==> src/rtl/mdu_pkg.sv <==
// Shared encodings for the HI/LO-producing multiply/divide unit.
// Accumulate ops (1xx) are legal only when MDU_MADD_EN is defined.
package mdu_pkg;

  localparam int MDU_DATA_W = 32;

  // Operation codes as presented by the EX stage
  localparam logic [2:0] OP_MULT  = 3'b000;
  localparam logic [2:0] OP_MULTU = 3'b001;
  localparam logic [2:0] OP_DIV   = 3'b010;
  localparam logic [2:0] OP_DIVU  = 3'b011;
  localparam logic [2:0] OP_MADD  = 3'b100;
  localparam logic [2:0] OP_MADDU = 3'b101;
  localparam logic [2:0] OP_MSUB  = 3'b110;
  localparam logic [2:0] OP_MSUBU = 3'b111;

  // Sequencer states
  typedef enum logic [1:0] {
    IDLE  = 2'b00,
    CALC  = 2'b01,
    FIX   = 2'b10,
    WRITE = 2'b11
  } mdu_state_e;

  // LO value written by any divide with a zero divisor (wide enough for any DATA_W up to 64)
  localparam logic [63:0] DIV_ZERO_LO = 64'hFFFF_FFFF_FFFF_FFFF;

  // Even parity of a 64-bit word, shared by blocks that protect HI/LO data
  function automatic logic parity64(input logic [63:0] word);
    parity64 = ^word;
  endfunction

endpackage

==> src/rtl/mdu_hilo_writer_if.sv <==
// EX-stage <-> multiply/divide unit interface, including the HI/LO write port.
// master = EX stage / HI-LO side, slave = the MDU.
interface mdu_hilo_writer_if #(
  parameter int DATA_W = 32
);
  logic              start;
  logic [2:0]        op;
  logic [DATA_W-1:0] opa;
  logic [DATA_W-1:0] opb;
  logic [DATA_W-1:0] hi_cur;
  logic [DATA_W-1:0] lo_cur;
  logic              flush;
  logic              busy;
  logic              hilo_en;
  logic [DATA_W-1:0] hi_out;
  logic [DATA_W-1:0] lo_out;

  modport master (
    output start, op, opa, opb, hi_cur, lo_cur, flush,
    input  busy, hilo_en, hi_out, lo_out
  );

  modport slave (
    input  start, op, opa, opb, hi_cur, lo_cur, flush,
    output busy, hilo_en, hi_out, lo_out
  );
endinterface

==> src/rtl/mdu_iter_core.sv <==
// One iteration of the MDU datapath: a radix-2 shift-add step (multiply)
// or a restoring trial-subtract step (divide). Purely combinational.
// Register pair {up, low}: multiply = {partial hi, remaining multiplier},
// divide = {partial remainder, dividend bits / quotient bits}.
module mdu_iter_core #(
  parameter int DATA_W = 32
) (
  input  logic              div_mode,
  input  logic [DATA_W-1:0] up,
  input  logic [DATA_W-1:0] low,
  input  logic [DATA_W-1:0] b,
  output logic [DATA_W-1:0] up_nxt,
  output logic [DATA_W-1:0] low_nxt
);

  logic [DATA_W:0] sum_s;
  logic [DATA_W:0] shifted_s;
  logic [DATA_W:0] diff_s;
  logic            fits_s;

  // Single shift-add or trial-subtract step selected by div_mode
  always_comb begin
    sum_s     = {1'b0, up} + (low[0] ? {1'b0, b} : {(DATA_W+1){1'b0}});
    shifted_s = {up, low[DATA_W-1]};
    diff_s    = shifted_s - {1'b0, b};
    fits_s    = ~diff_s[DATA_W];
    up_nxt    = '0;
    low_nxt   = '0;
    if (div_mode) begin
      // Restore (keep the shifted value) when the trial subtraction borrows
      up_nxt  = fits_s ? diff_s[DATA_W-1:0] : shifted_s[DATA_W-1:0];
      low_nxt = {low[DATA_W-2:0], fits_s};
    end else begin
      // Add multiplicand on a set multiplier bit, then shift the pair right
      up_nxt  = sum_s[DATA_W:1];
      low_nxt = {sum_s[0], low[DATA_W-1:1]};
    end
  end

endmodule

==> src/rtl/mdu_hilo_writer.sv <==
// Iterative MULT/MULTU/DIV/DIVU unit writing its 64-bit result to HI/LO with
// a single-cycle strobe. Latency: accept (cycle 0), CALC x DATA_W, FIX, WRITE.
// Optional macro MDU_MADD_EN enables MADD/MADDU/MSUB/MSUBU (accumulate into
// the HI/LO value captured at accept); without it, ops 1xx are refused.
module mdu_hilo_writer
  import mdu_pkg::*;
#(
  parameter int DATA_W = MDU_DATA_W
) (
  input logic               clk,
  input logic               rst,
  mdu_hilo_writer_if.slave  bus
);

  localparam int CNT_W = $clog2(DATA_W);

  mdu_state_e        state_r;
  logic [CNT_W-1:0]  cnt_r;
  logic              busy_r;
  logic              hilo_en_r;
  logic [DATA_W-1:0] hi_out_r;
  logic [DATA_W-1:0] lo_out_r;
  logic [DATA_W-1:0] up_r;
  logic [DATA_W-1:0] low_r;
  logic [DATA_W-1:0] b_r;
  logic              div_r;
  logic              sign_q_r;
  logic              sign_rem_r;

  logic              legal_s;
  logic              is_div_s;
  logic              is_signed_s;
  logic              sa_s;
  logic              sb_s;
  logic [DATA_W-1:0] abs_a_s;
  logic [DATA_W-1:0] abs_b_s;
  logic [DATA_W-1:0] up_nxt_s;
  logic [DATA_W-1:0] low_nxt_s;
  logic [2*DATA_W-1:0] prod_s;
  logic [2*DATA_W-1:0] prod_fix_s;
  logic [2*DATA_W-1:0] mul_res_s;
  logic [DATA_W-1:0] quo_fix_s;
  logic [DATA_W-1:0] rem_fix_s;
  logic [DATA_W-1:0] fix_hi_s;
  logic [DATA_W-1:0] fix_lo_s;

`ifdef MDU_MADD_EN
  logic              acc_r;
  logic              sub_r;
  logic [DATA_W-1:0] hi_cur_r;
  logic [DATA_W-1:0] lo_cur_r;
`else
  logic [2*DATA_W-1:0] unused_cur_s;
  assign unused_cur_s = {bus.hi_cur, bus.lo_cur};
`endif

  // Operand decode and magnitude extraction for the accept cycle
  always_comb begin
`ifdef MDU_MADD_EN
    legal_s = 1'b1;
`else
    legal_s = ~bus.op[2];
`endif
    is_div_s    = (bus.op[2:1] == 2'b01);
    is_signed_s = ~bus.op[0];
    sa_s        = is_signed_s & bus.opa[DATA_W-1];
    sb_s        = is_signed_s & bus.opb[DATA_W-1];
    abs_a_s     = sa_s ? -bus.opa : bus.opa;
    abs_b_s     = sb_s ? -bus.opb : bus.opb;
  end

  mdu_iter_core #(.DATA_W(DATA_W)) u_iter (
    .div_mode (div_r),
    .up       (up_r),
    .low      (low_r),
    .b        (b_r),
    .up_nxt   (up_nxt_s),
    .low_nxt  (low_nxt_s)
  );

  // Sign correction, accumulate and divide-by-zero override applied in FIX
  always_comb begin
    prod_s     = {up_r, low_r};
    prod_fix_s = sign_q_r ? -prod_s : prod_s;
`ifdef MDU_MADD_EN
    if (acc_r) begin
      if (sub_r) begin
        mul_res_s = {hi_cur_r, lo_cur_r} - prod_fix_s;
      end else begin
        mul_res_s = {hi_cur_r, lo_cur_r} + prod_fix_s;
      end
    end else begin
      mul_res_s = prod_fix_s;
    end
`else
    mul_res_s = prod_fix_s;
`endif
    quo_fix_s = sign_q_r ? -low_r : low_r;
    rem_fix_s = sign_rem_r ? -up_r : up_r;
    if (div_r) begin
      // Zero divisor: the remainder path already reproduces opa
      fix_hi_s = rem_fix_s;
      fix_lo_s = (b_r == '0) ? DIV_ZERO_LO[DATA_W-1:0] : quo_fix_s;
    end else begin
      fix_hi_s = mul_res_s[2*DATA_W-1:DATA_W];
      fix_lo_s = mul_res_s[DATA_W-1:0];
    end
  end

  // Sequencer, iteration registers and registered HI/LO write port
  always_ff @(posedge clk) begin
    if (rst) begin
      state_r    <= IDLE;
      cnt_r      <= '0;
      busy_r     <= 1'b0;
      hilo_en_r  <= 1'b0;
      hi_out_r   <= '0;
      lo_out_r   <= '0;
      up_r       <= '0;
      low_r      <= '0;
      b_r        <= '0;
      div_r      <= 1'b0;
      sign_q_r   <= 1'b0;
      sign_rem_r <= 1'b0;
`ifdef MDU_MADD_EN
      acc_r      <= 1'b0;
      sub_r      <= 1'b0;
      hi_cur_r   <= '0;
      lo_cur_r   <= '0;
`endif
    end else if (bus.flush && (state_r != IDLE)) begin
      // Abort: outputs keep their last written value, no strobe
      state_r   <= IDLE;
      cnt_r     <= '0;
      busy_r    <= 1'b0;
      hilo_en_r <= 1'b0;
    end else begin
      hilo_en_r <= 1'b0;
      case (state_r)
        IDLE: begin
          if (bus.start && !bus.flush && legal_s) begin
            state_r    <= CALC;
            busy_r     <= 1'b1;
            cnt_r      <= '0;
            div_r      <= is_div_s;
            sign_q_r   <= sa_s ^ sb_s;
            sign_rem_r <= sa_s;
            up_r       <= '0;
            low_r      <= is_div_s ? abs_a_s : abs_b_s;
            b_r        <= is_div_s ? abs_b_s : abs_a_s;
`ifdef MDU_MADD_EN
            acc_r      <= bus.op[2];
            sub_r      <= bus.op[1];
            hi_cur_r   <= bus.hi_cur;
            lo_cur_r   <= bus.lo_cur;
`endif
          end else begin
            state_r <= IDLE;
          end
        end
        CALC: begin
          up_r  <= up_nxt_s;
          low_r <= low_nxt_s;
          if (cnt_r == CNT_W'(DATA_W - 1)) begin
            cnt_r   <= '0;
            state_r <= FIX;
          end else begin
            cnt_r <= cnt_r + 1'b1;
          end
        end
        FIX: begin
          hi_out_r  <= fix_hi_s;
          lo_out_r  <= fix_lo_s;
          hilo_en_r <= 1'b1;
          state_r   <= WRITE;
        end
        WRITE: begin
          state_r <= IDLE;
          busy_r  <= 1'b0;
        end
        default: begin
          state_r <= IDLE;
          busy_r  <= 1'b0;
          cnt_r   <= '0;
        end
      endcase
    end
  end

  assign bus.busy    = busy_r;
  assign bus.hilo_en = hilo_en_r;
  assign bus.hi_out  = hi_out_r;
  assign bus.lo_out  = lo_out_r;

endmodule
==> src/flat_wrapper.sv <==
// flat-port wrapper written by rule: the top's interface ports become plain ports
module mdu_hilo_writer_flat import mdu_pkg::*;
#(
  parameter int DATA_W = MDU_DATA_W
)
  (clk, rst, bus_start, bus_op, bus_opa, bus_opb, bus_hi_cur, bus_lo_cur, bus_flush, bus_busy, bus_hilo_en, bus_hi_out, bus_lo_out);
  mdu_hilo_writer_if #(.DATA_W(DATA_W)) bus_i ();
  input logic clk;
  input logic rst;
  input wire logic [$bits(bus_i.start)-1:0] bus_start;
  input wire logic [$bits(bus_i.op)-1:0] bus_op;
  input wire logic [$bits(bus_i.opa)-1:0] bus_opa;
  input wire logic [$bits(bus_i.opb)-1:0] bus_opb;
  input wire logic [$bits(bus_i.hi_cur)-1:0] bus_hi_cur;
  input wire logic [$bits(bus_i.lo_cur)-1:0] bus_lo_cur;
  input wire logic [$bits(bus_i.flush)-1:0] bus_flush;
  output wire logic [$bits(bus_i.busy)-1:0] bus_busy;
  output wire logic [$bits(bus_i.hilo_en)-1:0] bus_hilo_en;
  output wire logic [$bits(bus_i.hi_out)-1:0] bus_hi_out;
  output wire logic [$bits(bus_i.lo_out)-1:0] bus_lo_out;
  assign bus_i.start = bus_start;
  assign bus_i.op = bus_op;
  assign bus_i.opa = bus_opa;
  assign bus_i.opb = bus_opb;
  assign bus_i.hi_cur = bus_hi_cur;
  assign bus_i.lo_cur = bus_lo_cur;
  assign bus_i.flush = bus_flush;
  assign bus_busy = bus_i.busy;
  assign bus_hilo_en = bus_i.hilo_en;
  assign bus_hi_out = bus_i.hi_out;
  assign bus_lo_out = bus_i.lo_out;
  mdu_hilo_writer #(.DATA_W(DATA_W)) u_core (.clk(clk), .rst(rst), .bus(bus_i));
endmodule
==> config.mk <==
export PLATFORM = sky130hd
export DESIGN_NAME = mdu_hilo_writer_flat
export DESIGN_NICKNAME = d
export VERILOG_FILES = /design/src/rtl/mdu_pkg.sv /design/src/rtl/mdu_hilo_writer_if.sv /design/src/rtl/mdu_iter_core.sv /design/src/rtl/mdu_hilo_writer.sv /design/src/flat_wrapper.sv
export SDC_FILE = /design/constraint.sdc
export NUM_CORES = 1
export LEC_CHECK = 0
export CORE_ASPECT_RATIO = 1.1
export CORE_UTILIZATION = 30
export CTS_CLUSTER_SIZE = 14
export DETAILED_ROUTE_END_ITERATION = 6
export GPL_TIMING_DRIVEN = 0
export PLACE_DENSITY = 0.56
export SYNTH_ARGS = -nofsm -noshare
export SYNTH_HDL_FRONTEND = slang
export SYNTH_SLANG_ARGS = --single-unit
==> constraint.sdc <==
create_clock -name clk -period 4.5 [get_ports clk]
set_clock_uncertainty 0.15 [all_clocks]
set_input_delay 1.35 -clock clk [delete_from_list [all_inputs] [get_ports clk]]
set_output_delay 1.35 -clock clk [all_outputs]
set_load 0.01 [all_outputs]
* Word level (Yosys, flattened, before mapping) *
Cells that the tools add are included.

storage, ports and cells
  flip-flop bits (word level) = 172
  input bits = 135
  word-level logic and storage cells = 76

cells by class
  add/subtract/negate cells = 8
  equal/unequal tests = 7
  muxes and demuxes = 27
  bitwise logic cells = 7
  reductions and logical operators = 15

operators with widths
  cell                                                                   count
  32-bit 2-to-1 mux                                                      15
  32-bit negation                                                        4
  32-bit one-hot mux with 2 select lines                                 2
  64-bit 2-to-1 mux                                                      1
  64-bit negation                                                        1
  32-bit by 33-bit adder with 33-bit output                              1
  33-bit by 32-bit subtractor with 33-bit output                         1
  32-bit logical NOT                                                     1
  5-bit 2-to-1 mux                                                       2
  5-bit one-hot mux with 2 select lines                                  1
  2-bit one-hot mux with 4 select lines                                  1
  2-bit AND reduction                                                    3
  3-bit AND reduction                                                    2
  2-bit nonzero test                                                     3
  5-bit by 1-bit adder with 5-bit output, second input constant          1
  5-bit equality test, second input constant                             1
  2-bit by 1-bit equality test with 1-bit output, second input constant  2
  2-bit equality test, second input constant                             2
  2-bit by 1-bit != test with 1-bit output, second input constant        2
  1-bit NOT                                                              4
  1-bit logical AND                                                      3
  1-bit 2-to-1 mux                                                       3
  1-bit bitwise AND                                                      2
  2-bit logical NOT                                                      1
  other kinds (5)                                                        5

* Depth between registers and ports, before layout *
  depth after elaboration = 6
  mapped depth = 16
  mapped depth without buffers = 14

* By module *
A second synthesis with hierarchy kept.

unflattened totals
  cells, all modules = 1996
  area, all modules = 14772.9 um^2

by module, submodules not included
  module           times used  cells each  area an instance (um^2)  sequential area each (um^2)
  mdu_hilo_writer  1           1333        10182.3                  3443.3
  mdu_iter_core    1           663         4590.7                   0.0

* Least setup slack after synthesis *
Ideal clock, no wire load.

  path kind = input-to-reg
  from = input bus_opb[4]
  to = register u_core.b_r[30]
  setup time = 132 ps
  arrival = 3550 ps
  slack = 668 ps
  stages on the path = 10
  buffers on the path = 0
  cells stage by stage = nor4_1 > and3_1 > nand2_1 > o31ai_1 > o21ai_0 > a21oi_1 > xor2_1 > nand2_1 > o211ai_1 > a21oi_1

between the ends
  longest elaborated chain between the ends = 3

RTL lines
  element               line                    text
  start, declared       flat_wrapper.sv:13      input wire logic [$bits(bus_i.opb)-1:0] bus_opb;
  32-bit negation       mdu_hilo_writer.sv:69   abs_b_s = sb_s ? -bus.opb : bus.opb;
  32-bit 2-to-1 mux     mdu_hilo_writer.sv:69
  32-bit 2-to-1 mux     mdu_hilo_writer.sv:150  b_r <= is_div_s ? abs_b_s : abs_a_s;
  end signal, assigned  mdu_hilo_writer.sv:150
  end, declared         mdu_hilo_writer.sv:25   logic [DATA_W-1:0] b_r;

No other way between the ends.
A chain may end at the register's enable or synchronous reset.

* Final worst setup path *
  from = register u_core.up_r[11]
  to = register u_core.up_r[28]

between the ends
  longest elaborated chain between the ends = 4

RTL lines
  element                                         line                    text
  start, declared                                 mdu_hilo_writer.sv:23   logic [DATA_W-1:0] up_r;
  start signal, assigned                          mdu_hilo_writer.sv:162  up_r <= up_nxt_s;
  33-bit by 32-bit subtractor with 33-bit output  mdu_iter_core.sv:25     diff_s = shifted_s - {1'b0, b};
  32-bit 2-to-1 mux                               mdu_iter_core.sv:31     up_nxt = fits_s ? diff_s[DATA_W-1:0] : shifted_s[DATA_W-1:0];
  32-bit 2-to-1 mux *                             mdu_iter_core.sv:29     if (div_mode) begin
  32-bit one-hot mux with 2 select lines *        mdu_hilo_writer.sv:139  case (state_r)

Mark *: on every way between the ends. The rest lies on a longest branch, timed or not.

==> impl_metrics.yaml <==
detailed_routing:
  drt-pass1-iter-count: 5
  drtIter0Drc: 1058
  vias: 14686
  detail_route.vias_per_cell: 5.53
  drcViolationCount: 0
  wl_mm: 53.9
  wire_per_inst_um: 20.3
  postRouteAntennaNets: 0
worst_hold_path:
  min_from: "u_core.bus.hi_out[18]"
  hold_class: "reg2reg"
clock_network:
  ctsHoldBuffers: 0
  cts.sinks: 172
  clock_latency_ns: 0.46
  cts_buffers: 17
  cts_tree: "done"
  cts_setup_buffers: 0
  post_cts_resized: 9
  htreeDepth: 4
  clockRootBuffer: "clkbuf_16"
  clock_path_buffers: 2
  clk_transition_reported_paths_ns: 0.08
floorplan:
  die-area_um2: 47600
  die_x_um: 208
  initial_core_util_pct: 30.6
  rows: 82
  io_pins: 201
  die-height_um: 229
  core-area_um2: 45900
pwr:
  seq_power_share_pct: 35.6
  switching_share_pct: 38.6
  powerDensity_nw_per_um2: 296
  p_switching_mw: 1.92
  combPwrFrac_pct: 33.9
  p_leak_nw: 6.20
  internal_power_mw: 3.05
  ir_worst_vdd_mv: 0.286
  clkPwrFrac_pct: 30.4
worst_setup_path:
  arrival_ns: 4.57
  crit_chain: "ha_1 > and2_1 > a221oi_1 > o21ai_0 > a2111oi_1 > nor2_1 > a41o_1 > or2_1 > buf_2 > buf_4 > nor4_1 > o21bai_1 > o211ai_1"
  worstReg2RegStart: "u_core.up_r[11]"
  crit_fanout: 10
  cp_num_buf_inv: 2
  crit_required_ns: 4.73
  cp_slowest_stage_delay_ns: 0.60
  crit_path_start: "u_core.up_r[11]"
  crit_path_start_kind: "flop"
  endpoint_kind: "flop"
  path_delay_family: "compound AO/OA/AOI/OAI gates"
  slowest_stage: "dfxtp_1"
  critPathKind: "reg2reg"
synth:
  yosys_warnings: 0
  synth_top_area_share_pct: 24.6
  yosysSeqAreaShare_pct: 24.6
  dominantRegCellSynth: "dfxtp_1"
  synth_area_leaders: "dfxtp_1 25%, ha_1 6.7%, a21oi_1 6.0%"
  synth_fp_nets: 2114
  synthArstFlopShare_pct: 0
  ys_types: 76
  yosysTopAreaCell: "dfxtp_1"
  synth.most_common_cell: "nor2_1"
  synth_common_cells: "223 x nor2_1, 183 x nand2_1, 172 x dfxtp_1"
  synth_edf_count: 0
  syn_inst: 1902
  avgSynthCellArea_um2: 7.37
  syn_area_um2: 14000
  synth-seq-cells: 172
finish:
  final_nets: 2267
  area_growth_pct: 19.7
  design_area_um2: 16800
  diodes: 0
  layout-drive-gt1-share_pct: 4.74
sta:
  finalHoldViolations: 0
  slew_viol_final: 0
  fmax_mhz: 230
  layout_setup_ws_ns: 0.153
  finalSetupViolCount: 0
  maxSlewHeadroom_pct: 41.3
  worst_pin_slew_ns: 0.875
  period_needed_ns: 4.35
  rsz0062_at_grt: "no"
  final.period_utilization_pct: 96.6
placement:
  portBuffers: 135
  placed_cell_area_um2: 16100
  place_ws_ns: -0.763
  place_congestion: 0.943
  place_hpwl_mm: 43.3
grt:
  overflow: 0
  grt_pass1_wl_mm: 82.1
  first_global_vias: 14356
  antenna_found_initial: 0
  grt_start_max_net_pins: 20
  grt_usage_pct: 22.2
outcome:
  run_status: "complete, no violations"
run:
  drv_cap: 0
==> per-layer routing <==
| metal | GRT usage [%] | vias up | wire length (um) |
|---|---|---|---|
| li1 | - | 7182 | - |
| met1 | 27.6 | 6979 | 23400 |
| met2 | 38.3 | 439 | 25700 |
| met3 | 2.97 | 86 | 2640 |
| met4 | 9.61 | 0 | 2150 |
| met5 | 0 | - | 0 |
==> layout by cell type (no fill, tap or decap), types with 29 or more instances in the layout <==
master           instances
a21o_1                  29
clkdlybuf4s50_1        135
nor3_1                  47
o211ai_1                30
ha_1                    75
dfxtp_1                169
nor2_1                 223
nand2_1                183
a21oi_1                167
a211oi_1                99
inv_1                   62
xor2_1                  85
xnor2_1                 78
clkbuf_1               109
o21ai_0                135
==> tightest hold or removal path, cell delays in order (launching register included) <==
cell	delay, ns
dfxtp_1	0.31
nand2_1	0.05
a21oi_1	0.05
==> through the flow <==
stage	hold slack, ns	power [mW]	util (%)	cells	TNS [ns]
2_1_floorplan	0.282	2.84	-	1902	0
3_3_place_gp	0.294	3.44	35.1	2625	-14.16
3_5_place_dp	0.296	3.46	35.1	2625	-16.32
4_1_cts	0.304	4.98	36.5	2656	-0.00305
5_1_grt	0.331	5.22	36.6	2656	0
6_report	0.299	4.97	36.6	2656	0
==> power groups by stage <==
stage | Sequential [mW] | Combinational (mW) | Clock [mW]
floorplan | 1.78 | 1.06 | 0
global placement | 1.80 | 1.65 | 0
detailed placement | 1.80 | 1.66 | 0
CTS | 1.77 | 1.67 | 1.54
global route | 1.79 | 1.83 | 1.60
finish | 1.77 | 1.69 | 1.51
==> worst paths after layout <==
check	to	slack (ns)	depth (start not counted)
min reg2reg	u_core.bus.hi_out[18]	0.30	2
min	u_core.bus.hi_out[18]	0.30	2
max	u_core.up_r[28]	0.15	13
max reg2reg	u_core.up_r[28]	0.15	13
==> cell type report <==
| cell class | count | area (um2) |
|---|---|---|
| clock buffer | 17 | 425 |
| sequential | 172 | 3450 |
| multi-input combinational | 1541 | 9900 |
| timing repair buffer | 135 | 1350 |
| inverter | 62 | 233 |
| fill | 4798 | 29100 |
| tap | 588 | 736 |
| buffer | 126 | 495 |
| clock inverter | 15 | 176 |
==> flip-flops by register name, indices dropped and copies added (netlist names) <==
register            flops
u_core.div_r            1
u_core.b_r             32
u_core.sign_rem_r       1
u_core.sign_q_r         1
u_core.bus.busy         1
u_core.bus.hi_out      32
u_core.bus.lo_out      32
u_core.bus.hilo_en      1
u_core.up_r            32
u_core.cnt_r            5
u_core.low_r           32
u_core.state_r          2
==> cell families after synthesis <==
group,after synthesis,synth area share (%)
AND/OR/NAND/NOR,637,21.4
buffers and inverters,189,5.20
adder cells (fa/ha/maj),77,6.98
AO/OA/AOI/OAI,613,27.8
flip-flops,172,24.6
XOR/XNOR,163,10.2
multiplexers,51,3.88
No activity file was read; power rests on OpenSTA's default activity.
